<file path="src/rtl/uart_frame_parser_pkg.sv">
// rtl/uart_frame_parser_pkg.sv - shared types and constants for the UART frame parser
package uart2spi_pkg;

  typedef enum logic [2:0] {
    ST_IDLE,
    ST_SYNC,
    ST_GET_CMD,
    ST_GET_LEN,
    ST_GET_PAY,
    ST_GET_CHK,
    ST_STREAM
  } state_e;

  localparam logic [1:0] ERR_NONE = 2'd0;
  localparam logic [1:0] ERR_LEN  = 2'd1;
  localparam logic [1:0] ERR_CHK  = 2'd2;
  localparam logic [1:0] ERR_TMO  = 2'd3;

  localparam logic [7:0] DEF_HDR0 = 8'h55;
  localparam logic [7:0] DEF_HDR1 = 8'hA5;

  // Keeps a one-entry buffer addressable with a 1-bit pointer.
  function automatic int ptr_width(input int depth);
    return (depth > 1) ? $clog2(depth) : 1;
  endfunction

endpackage

</file>
<file path="src/rtl/uart_frame_parser_if.sv">
// rtl/uart_frame_parser_if.sv - byte-in / command-and-payload-out bundle of the frame parser
interface uart_frame_parser_if;
  logic [7:0] Rx_Data;
  logic       Rx_Done;
  logic [7:0] Cmd;
  logic       Cmd_Valid;
  logic [7:0] Pay_Data;
  logic       Pay_Valid;
  logic       Pay_Ready;
  logic       Frame_Done;
  logic       Frame_Err;
  logic [1:0] Err_Code;

  modport master (
    input  Rx_Data, Rx_Done, Pay_Ready,
    output Cmd, Cmd_Valid, Pay_Data, Pay_Valid, Frame_Done, Frame_Err, Err_Code
  );

  modport slave (
    output Rx_Data, Rx_Done, Pay_Ready,
    input  Cmd, Cmd_Valid, Pay_Data, Pay_Valid, Frame_Done, Frame_Err, Err_Code
  );
endinterface

</file>
<file path="src/rtl/uart_frame_buf.sv">
// rtl/uart_frame_buf.sv - payload holding buffer, one write port and one async read port
module uart_frame_buf
  import uart2spi_pkg::*;
#(
  parameter  int MAX_LEN = 16,
  localparam int PTR_W   = ptr_width(MAX_LEN)
) (
  input  logic             clk,
  input  logic             wr_en,
  input  logic [PTR_W-1:0] wr_addr,
  input  logic [7:0]       wr_data,
  input  logic [PTR_W-1:0] rd_addr,
  output logic [7:0]       rd_data
);

  logic [7:0] mem_q [MAX_LEN];
  logic [7:0] mem_d [MAX_LEN];

  always_comb begin
    mem_d = mem_q;
    if (wr_en) begin
      mem_d[wr_addr] = wr_data;
    end
  end

  always_ff @(posedge clk) begin
    mem_q <= mem_d;
  end

  assign rd_data = mem_q[rd_addr];

endmodule

</file>
<file path="src/rtl/uart_frame_parser.sv">
// rtl/uart_frame_parser.sv - extracts checksummed command frames from a UART byte stream
module uart_frame_parser
  import uart2spi_pkg::*;
#(
  parameter logic [7:0] HDR0    = DEF_HDR0,
  parameter logic [7:0] HDR1    = DEF_HDR1,
  parameter int         MAX_LEN = 16,
  parameter int         TIMEOUT = 2_000_000
) (
  input logic                 Clk,
  input logic                 Reset,
  uart_frame_parser_if.master bus
);

  localparam int               PTR_W     = ptr_width(MAX_LEN);
  localparam int               TMR_W     = $clog2(TIMEOUT + 1);
  localparam logic [TMR_W-1:0] TMR_LAST  = TMR_W'(TIMEOUT - 1);
  localparam logic [7:0]       MAX_LEN_B = 8'(MAX_LEN);

  state_e           state_q,      state_d;
  logic [7:0]       cmd_pend_q,   cmd_pend_d;
  logic [7:0]       cmd_q,        cmd_d;
  logic [7:0]       len_q,        len_d;
  logic [7:0]       sum_q,        sum_d;
  logic [7:0]       cnt_q,        cnt_d;
  logic [7:0]       rd_ptr_q,     rd_ptr_d;
  logic [TMR_W-1:0] timer_q,      timer_d;
  logic             cmd_valid_q,  cmd_valid_d;
  logic             pay_valid_q,  pay_valid_d;
  logic             frame_done_q, frame_done_d;
  logic             frame_err_q,  frame_err_d;
  logic [1:0]       err_code_q,   err_code_d;

  logic       buf_we;
  logic [7:0] buf_rd_data;
  logic       rx;
  logic [7:0] rx_byte;
  logic       in_frame;

  assign rx       = bus.Rx_Done;
  assign rx_byte  = bus.Rx_Data;
  assign in_frame = (state_q == ST_SYNC)    || (state_q == ST_GET_CMD) ||
                    (state_q == ST_GET_LEN) || (state_q == ST_GET_PAY) ||
                    (state_q == ST_GET_CHK);

  uart_frame_buf #(
    .MAX_LEN (MAX_LEN)
  ) u_buf (
    .clk     (Clk),
    .wr_en   (buf_we),
    .wr_addr (cnt_q[PTR_W-1:0]),
    .wr_data (rx_byte),
    .rd_addr (rd_ptr_q[PTR_W-1:0]),
    .rd_data (buf_rd_data)
  );

  always_comb begin
    state_d      = state_q;
    cmd_pend_d   = cmd_pend_q;
    cmd_d        = cmd_q;
    len_d        = len_q;
    sum_d        = sum_q;
    cnt_d        = cnt_q;
    rd_ptr_d     = rd_ptr_q;
    timer_d      = timer_q;
    pay_valid_d  = pay_valid_q;
    err_code_d   = err_code_q;
    cmd_valid_d  = 1'b0;
    frame_done_d = 1'b0;
    frame_err_d  = 1'b0;
    buf_we       = 1'b0;

    // Inter-byte watchdog; a byte arriving in the expiry cycle keeps the frame alive.
    if (in_frame) begin
      if (rx) begin
        timer_d = '0;
      end else if (timer_q == TMR_LAST) begin
        timer_d     = '0;
        state_d     = ST_IDLE;
        frame_err_d = 1'b1;
        err_code_d  = ERR_TMO;
      end else begin
        timer_d = timer_q + TMR_W'(1);
      end
    end

    case (state_q)
      ST_IDLE: begin
        if (rx && rx_byte == HDR0) begin
          state_d = ST_SYNC;
        end
      end
      ST_SYNC: begin
        if (rx) begin
          if (rx_byte == HDR1) begin
            state_d = ST_GET_CMD;
          end else if (rx_byte != HDR0) begin
            state_d = ST_IDLE;
          end
        end
      end
      ST_GET_CMD: begin
        if (rx) begin
          cmd_pend_d = rx_byte;
          sum_d      = rx_byte;
          state_d    = ST_GET_LEN;
        end
      end
      ST_GET_LEN: begin
        if (rx) begin
          len_d = rx_byte;
          sum_d = sum_q + rx_byte;
          cnt_d = '0;
          if (rx_byte > MAX_LEN_B) begin
            state_d     = ST_IDLE;
            frame_err_d = 1'b1;
            err_code_d  = ERR_LEN;
          end else if (rx_byte == 8'd0) begin
            state_d = ST_GET_CHK;
          end else begin
            state_d = ST_GET_PAY;
          end
        end
      end
      ST_GET_PAY: begin
        if (rx) begin
          buf_we = 1'b1;
          sum_d  = sum_q + rx_byte;
          cnt_d  = cnt_q + 8'd1;
          if (cnt_q + 8'd1 == len_q) begin
            state_d = ST_GET_CHK;
          end
        end
      end
      ST_GET_CHK: begin
        if (rx) begin
          if (rx_byte != sum_q) begin
            state_d     = ST_IDLE;
            frame_err_d = 1'b1;
            err_code_d  = ERR_CHK;
          end else begin
            cmd_d       = cmd_pend_q;
            cmd_valid_d = 1'b1;
            if (len_q == 8'd0) begin
              state_d      = ST_IDLE;
              frame_done_d = 1'b1;
            end else begin
              state_d     = ST_STREAM;
              pay_valid_d = 1'b1;
              rd_ptr_d    = '0;
            end
          end
        end
      end
      ST_STREAM: begin
        // The parser cannot take a new frame while draining; the byte is lost.
        if (rx) begin
          frame_err_d = 1'b1;
          err_code_d  = ERR_TMO;
        end
        if (pay_valid_q && bus.Pay_Ready) begin
          if (rd_ptr_q + 8'd1 == len_q) begin
            pay_valid_d  = 1'b0;
            frame_done_d = 1'b1;
            state_d      = ST_IDLE;
          end else begin
            rd_ptr_d = rd_ptr_q + 8'd1;
          end
        end
      end
      default: begin
        state_d = ST_IDLE;
      end
    endcase
  end

  always_ff @(posedge Clk) begin
    if (Reset) begin
      state_q      <= ST_IDLE;
      cmd_pend_q   <= '0;
      cmd_q        <= '0;
      len_q        <= '0;
      sum_q        <= '0;
      cnt_q        <= '0;
      rd_ptr_q     <= '0;
      timer_q      <= '0;
      cmd_valid_q  <= 1'b0;
      pay_valid_q  <= 1'b0;
      frame_done_q <= 1'b0;
      frame_err_q  <= 1'b0;
      err_code_q   <= ERR_NONE;
    end else begin
      state_q      <= state_d;
      cmd_pend_q   <= cmd_pend_d;
      cmd_q        <= cmd_d;
      len_q        <= len_d;
      sum_q        <= sum_d;
      cnt_q        <= cnt_d;
      rd_ptr_q     <= rd_ptr_d;
      timer_q      <= timer_d;
      cmd_valid_q  <= cmd_valid_d;
      pay_valid_q  <= pay_valid_d;
      frame_done_q <= frame_done_d;
      frame_err_q  <= frame_err_d;
      err_code_q   <= err_code_d;
    end
  end

  assign bus.Cmd        = cmd_q;
  assign bus.Cmd_Valid  = cmd_valid_q;
  assign bus.Pay_Valid  = pay_valid_q;
  assign bus.Pay_Data   = pay_valid_q ? buf_rd_data : 8'h00;
  assign bus.Frame_Done = frame_done_q;
  assign bus.Frame_Err  = frame_err_q;
  assign bus.Err_Code   = err_code_q;

endmodule

</file>
<file path="src/flat_wrapper.sv">
// flat-port wrapper written by rule: the top's interface ports become plain ports
module uart_frame_parser_flat import uart2spi_pkg::*;
#(
  parameter logic [7:0] HDR0    = DEF_HDR0,
  parameter logic [7:0] HDR1    = DEF_HDR1,
  parameter int         MAX_LEN = 16,
  parameter int         TIMEOUT = 2_000_000
)
  (Clk, Reset, bus_Rx_Data, bus_Rx_Done, bus_Pay_Ready, bus_Cmd, bus_Cmd_Valid, bus_Pay_Data, bus_Pay_Valid, bus_Frame_Done, bus_Frame_Err, bus_Err_Code);
  uart_frame_parser_if bus_i ();
  input logic Clk;
  input logic Reset;
  input wire logic [$bits(bus_i.Rx_Data)-1:0] bus_Rx_Data;
  input wire logic [$bits(bus_i.Rx_Done)-1:0] bus_Rx_Done;
  input wire logic [$bits(bus_i.Pay_Ready)-1:0] bus_Pay_Ready;
  output wire logic [$bits(bus_i.Cmd)-1:0] bus_Cmd;
  output wire logic [$bits(bus_i.Cmd_Valid)-1:0] bus_Cmd_Valid;
  output wire logic [$bits(bus_i.Pay_Data)-1:0] bus_Pay_Data;
  output wire logic [$bits(bus_i.Pay_Valid)-1:0] bus_Pay_Valid;
  output wire logic [$bits(bus_i.Frame_Done)-1:0] bus_Frame_Done;
  output wire logic [$bits(bus_i.Frame_Err)-1:0] bus_Frame_Err;
  output wire logic [$bits(bus_i.Err_Code)-1:0] bus_Err_Code;
  assign bus_i.Rx_Data = bus_Rx_Data;
  assign bus_i.Rx_Done = bus_Rx_Done;
  assign bus_i.Pay_Ready = bus_Pay_Ready;
  assign bus_Cmd = bus_i.Cmd;
  assign bus_Cmd_Valid = bus_i.Cmd_Valid;
  assign bus_Pay_Data = bus_i.Pay_Data;
  assign bus_Pay_Valid = bus_i.Pay_Valid;
  assign bus_Frame_Done = bus_i.Frame_Done;
  assign bus_Frame_Err = bus_i.Frame_Err;
  assign bus_Err_Code = bus_i.Err_Code;
  uart_frame_parser #(.HDR0(HDR0), .HDR1(HDR1), .MAX_LEN(MAX_LEN), .TIMEOUT(TIMEOUT)) u_core (.Clk(Clk), .Reset(Reset), .bus(bus_i));
endmodule
</file>
<file path="config.mk">
export PLATFORM = sky130hd
export DESIGN_NAME = uart_frame_parser_flat
export DESIGN_NICKNAME = d
export VERILOG_FILES = /design/src/rtl/uart_frame_parser_pkg.sv /design/src/rtl/uart_frame_parser_if.sv /design/src/rtl/uart_frame_buf.sv /design/src/rtl/uart_frame_parser.sv /design/src/flat_wrapper.sv
export SDC_FILE = /design/constraint.sdc
export NUM_CORES = 1
export LEC_CHECK = 0
export BUFFER_PORTS_ARGS = -buffer_cell sky130_fd_sc_hd__buf_2
export CORE_ASPECT_RATIO = 0.75
export CORE_MARGIN = 2
export CORE_UTILIZATION = 30
export DETAILED_ROUTE_END_ITERATION = 10
export GPL_TIMING_DRIVEN = 0
export MAX_ROUTING_LAYER = met4
export PLACE_DENSITY = 0.47
export SLEW_MARGIN = 20
export SYNTH_ARGS = -nofsm -noshare
export SYNTH_HDL_FRONTEND = slang
export SYNTH_SLANG_ARGS = --single-unit
export TNS_END_PERCENT = 50
</file>
<file path="constraint.sdc">
create_clock -name Clk -period 4.9 [get_ports Clk]
set_clock_uncertainty 0.1 [all_clocks]
set_input_delay 0.49 -clock Clk [delete_from_list [all_inputs] [get_ports Clk]]
set_output_delay 0.49 -clock Clk [all_outputs]
set_load 0.005 [all_outputs]
</file>
# Word level (Yosys, flattened, before mapping)
# Index checks and enable logic that the tools add are counted.
# Widths: inputs -> output; s select.
# word_totals
ff_bits	206
latchBits	0
ram_bits	0
romBits	0
in_bits	12
output_inout_bits	22
wordCells	160
n_memories	0
# classes
add_sub_neg	4
multipliers	0
n_div	0
n_lt_le_gt_ge	4
n_eq_ne	23
shift	0
muxes	73
bitwise_logic	5
reduce_logical	22
# op_table
cell	n
$bwmux 128	1
$mux 8	13
$mux 3	17
$pmux 8 s2	3
$mux 21	2
$bmux 8 s4	1
$demux 8 s4	1
$mux 1	22
$add 21x1->21 const B	1
$eq 21x21->1 const B	1
$pmux 3 s7	1
$add 8x1->8 const B	2
$eq 8x8->1	2
$logic_not 8->1	2
$mux 2	8
$ne 2x2->1 const B	7
$reduce_and 6->1	2
$ge 5x5->1 const B	2
$not 4->5	2
$eq 3x3->1 const B	3
$reduce_and 3->1	3
$add 8x8->8	1
$eq 8x7->1 const B	1
$eq 8x8->1 const B	1
18 further kinds	32

# Longest topological paths before layout
# depth
word_depth	10
mapped_depth	9

# Modules after synthesis
# Synthesis repeated with hierarchy kept, for this count alone.
# hier_totals
hier_cells	781
area_unflattened_um2	9370.2
# by_module_without_submodules
module	n_inst	cells_per_inst	area_each_um2	seq_area_each_um2
uart_frame_buf	1	226	5009.8	3843.7
uart_frame_parser	1	555	4360.4	1561.5

# Least setup slack after synthesis
# Ideal clock, no wire load.
# synth_timing
path_type	reg-to-output
start	register u_core.rd_ptr_q[0]
end	output port bus_Pay_Data[0]
arrival_ps	2262
slack_ps	2048
stages_incl_launch_ff	6
path_buffers	2
path_cell_list	dfxtp_1 -> buf_2 -> buf_1 -> mux4_2 -> mux4_2 -> and2_1
# synth_between
elab_chain_len	5
# synth_rtl
element	line	rtl
start: declaration	uart_frame_parser.sv:26	logic [7:0] rd_ptr_q, rd_ptr_d;
start signal: assignment	uart_frame_parser.sv:199	rd_ptr_q <= rd_ptr_d;
$not 4->5 (implied by the code)	uart_frame_buf.sv:30	assign rd_data = mem_q[rd_addr];
$bmux 8 s4	uart_frame_buf.sv:30	
$mux 8 (implied by the code) (2 in a row)	uart_frame_buf.sv:30	
$mux 8	uart_frame_parser.sv:212	assign bus.Pay_Data = pay_valid_q ? buf_rd_data : 8'h00;
end: declaration	flat_wrapper.sv:18	output wire logic [$bits(bus_i.Pay_Data)-1:0] bus_Pay_Data;
# No other way between the ends. The select of a mux whose other input is x is not followed.

# Worst setup path after layout
# layout_timing
start	register u_core.rd_ptr_q[0]
end	output port bus_Pay_Data[4]
# The elaborated chain is that of the path after synthesis.

==> metrics <==
outcome=finished, final reports clean; Post-synth EDFFs=between 100 and 150; Die W=210 µm; Pwr per Cell Area=351 nW/µm²; total die area=roughly 33000 µm²; combinational share of power=roughly 1.8%; Final Max Tran Viols=0; Total GRT Usage=between 10% and 20%; CP delay by family, top=buffers and inverters; Final ANT Viol Nets=0; worst min path class=in2reg; most frequent cells in the layout=edfxtp_1 (128), nor2_1 (84), dfxtp_1 (78), nand2_1 (76), a21oi_1 (44); CTS tree=yes; Ys Warns=0; H-tree Lvls=1; worst skew pair latency=approximately 520 ps; Achievable Freq=0.248 GHz; Most used DFF post-synth=edfxtp_1; max-cap violations=0; DR WL/cell=19.3 µm; internal power=approximately 0.0031 W; effective utilization at floorplan=30.5%; Port Buffers=33; core area=31300 µm²; worst vdd ir=around 190 µV; Setup violations, final=0; Starting DRT DRC Count=approximately 640; critical path arrival=~3400 ps; Final Core Density=approximately 36%; Area growth syn-to-layout=17.1%; Yosys top cell area share=slightly above 40%; pre-CTS setup slack=~1300 ps; Final min period=4030 ps; Clock transition at path regs=60 ps; CP Launch Type=flop; drt first pass iters=5; setup TNS=0 ps; hold buffers post-CTS=0; worst path bufs/invs=3; synth top area cells=edfxtp_1 (40%), dfxtp_1 (16%), mux4_2 (9.4%), nor2_1 (3.3%), nand2_1 (3.0%); Tcrit/Tclk final=between 80% and 90%; area leader, netlist=edfxtp_1; share of total power in the clock network=between 50% and 60%; Max stage delay on crit path=790 ps; post_cts resized=0; DRC=0; switching share of power=approximately 20%; sequential-to-total area share from yosys stat=a little under three fifths; Sink Count=between 200 and 250; distinct cell type count after synthesis=between 60 and 70; commonest non-fill, non-tap cell in the layout=edfxtp_1; syn_nets=829; final wirelength=24.9 mm; total grt overflow=0; clock root buffer=clkbuf_16; CP Cell Sequence=buf_2, buf_1, mux4_2, mux4_2, and2_1, buf_2; Die Ht=~160 µm; FFs w/ async S/R, synth=0%; kind of critical path=reg2out; worst-path maximum fanout=10; switching pwr=between 0.0007 and 0.0008 W; static leakage=approximately 3.7 nW; final worst slack=approximately 870 ps; Post-layout nets=between 800 and 900; placer's final routability congestion estimate=0.847; post-synthesis cell area=around 9500 µm²; Final Hold Vio Count=0; Max-slew headroom=a little under a third; sequential share of power=between 40 and 50%; setup fix buffers added after clock tree synthesis=0; Filler Cell Count=3050; Rows=56; required time worst endpoint=approximately 4300 ps; cells after synthesis=roughly 800; Worst Max-Slew Pin Slew=around 1000 ps; number of buffers created by CTS=24; first-pass GRT wire length=a little under 40 mm; io pins=34; RSZ-0062 raised after global routing=false; mean post-synth cell area=between 10 and 15 µm²; Crit. End Element=output port; share of cells above drive strength 1=between 10% and 20%; HPWL Detailed=17.2 mm; Yosys reg bits=206; largest net degree at the start of global routing=25; number of global-route vias before repair=~6300; initial antenna violation count=0; Slowest-stage cell, CP=buf_1; DR vias=about 6600; vias per inst=about 5.1; CTS Buffer Depth=3
-- state kept, by name, indices dropped and copies added (netlist names) --
register               count
u_core.bus.Frame_Done      1
u_core.sum_q               8
u_core.bus.Pay_Valid       1
u_core.cmd_pend_q          8
u_core.timer_q            21
u_core.u_buf.mem_q       128
u_core.bus.Cmd_Valid       1
u_core.rd_ptr_q            8
u_core.cnt_q               8
u_core.bus.Frame_Err       1
u_core.bus.Err_Code        2
u_core.len_q               8
u_core.state_q             3
u_core.bus.Cmd             8
-- routing by layer --
metal | up-vias | track usage (%) | wire length, µm
li1 | 3147 | - | -
met4 | 0 | 2.87 | 314
met1 | 3255 | 23.3 | 12900
met2 | 121 | 22.9 | 10600
met5 | - | - | 0
met3 | 27 | 2.19 | 1070
-- cells in the mapped netlist, types with 3 or more instances --
cell type	number
a211oi_1	9
a21o_1	6
a21oi_1	44
a22oi_1	3
a31oi_1	4
and2_1	15
and3_1	13
buf_1	5
buf_2	3
clkbuf_1	29
dfxtp_1	78
edfxtp_1	128
ha_1	13
inv_1	19
mux2i_1	15
mux4_2	40
nand2_1	76
nand2b_1	5
nand3_1	20
nand3b_1	7
nand4_1	13
nand4b_1	3
nor2_1	84
nor2b_1	3
nor3_1	19
nor4_1	8
nor4bb_1	3
o2111ai_1	3
o211ai_1	6
o21ai_0	35
o21bai_1	3
o221ai_1	4
o31ai_1	5
or3_1	4
or4_1	4
xnor2_1	16
xor2_1	20
-- layout make-up --
type                    count  area, µm²  area share, %
flip-flops and latches    206       5410           48.3
inverters                  20       75.1          0.672
well taps                 406        508           4.54
clock inverters            19        272           2.43
plain buffers              41        180           1.61
clock buffers              25        626           5.60
multi-input cells         536       3910           35.0
diodes                      1       2.50         0.0224
repair buffers             37        203           1.81
-- worst register-to-register path: stages, from the launching register on --
cell and delay [ps]:
dfxtp_1 310, buf_4 140, buf_2 370, nand3_1 180, xor2_1 180, o2111ai_1 240, clkbuf_1 470, nor2_1 110
a21oi_1 540, mux2i_1 170
-- cells by family (layout without fill, tap and decap cells) --
logic type | after synthesis | count (layout) | synth area share [%]
AO/OA/AOI/OAI | 139 | 139 | 9.09
XOR/XNOR | 37 | 37 | 3.55
adder cells (fa/ha/maj) | 15 | 15 | 2.02
buffers and inverters | 61 | 142 | 2.67
flip-flops | 206 | 206 | 56.6
multiplexers | 55 | 55 | 11.0
other | 0 | 1 | 0
AND/OR/NAND/NOR | 290 | 290 | 15.1
-- per-stage QoR --
| stage | cells | area (µm²) | power [W] | hold WS, ps |
|---|---|---|---|---|
| after floorplan | 803 | 9550 | 0.00190 | 336 |
| after global placement | 1242 | 10200 | 0.00195 | 349 |
| after detailed placement | 1246 | 10300 | 0.00195 | 350 |
| after CTS | 1290 | 11200 | 0.00398 | 250 |
| after global routing | 1290 | 11200 | 0.00406 | 301 |
| final | 1291 | 11200 | 0.00393 | 270 |
-- power groups by stage --
stage | Combinational (W) | Sequential, W | Clock (W)
after floorplan | 0.0000261 | 0.00188 | 0
after global placement | 0.0000718 | 0.00188 | 0
after detailed placement | 0.0000719 | 0.00188 | 0
after CTS | 0.0000721 | 0.00184 | 0.00207
after global routing | 0.0000781 | 0.00184 | 0.00214
final | 0.0000707 | 0.00184 | 0.00202
-- worst paths after layout --
check | to | cells after the start | from | slack [ps]
worst max-delay path | bus_Pay_Data[4] | 6 | u_core.rd_ptr_q[0] | 870
worst min-delay path | u_core.timer_q[12] | 3 | Reset | 270
worst max register to register | u_core.rd_ptr_q[0] | 9 | u_core.rd_ptr_q[2] | 1930
worst min register to register | u_core.cmd_pend_q[6] | 2 | u_core.cmd_pend_q[6] | 360
Note: power is estimated with default switching activity, not from simulation.
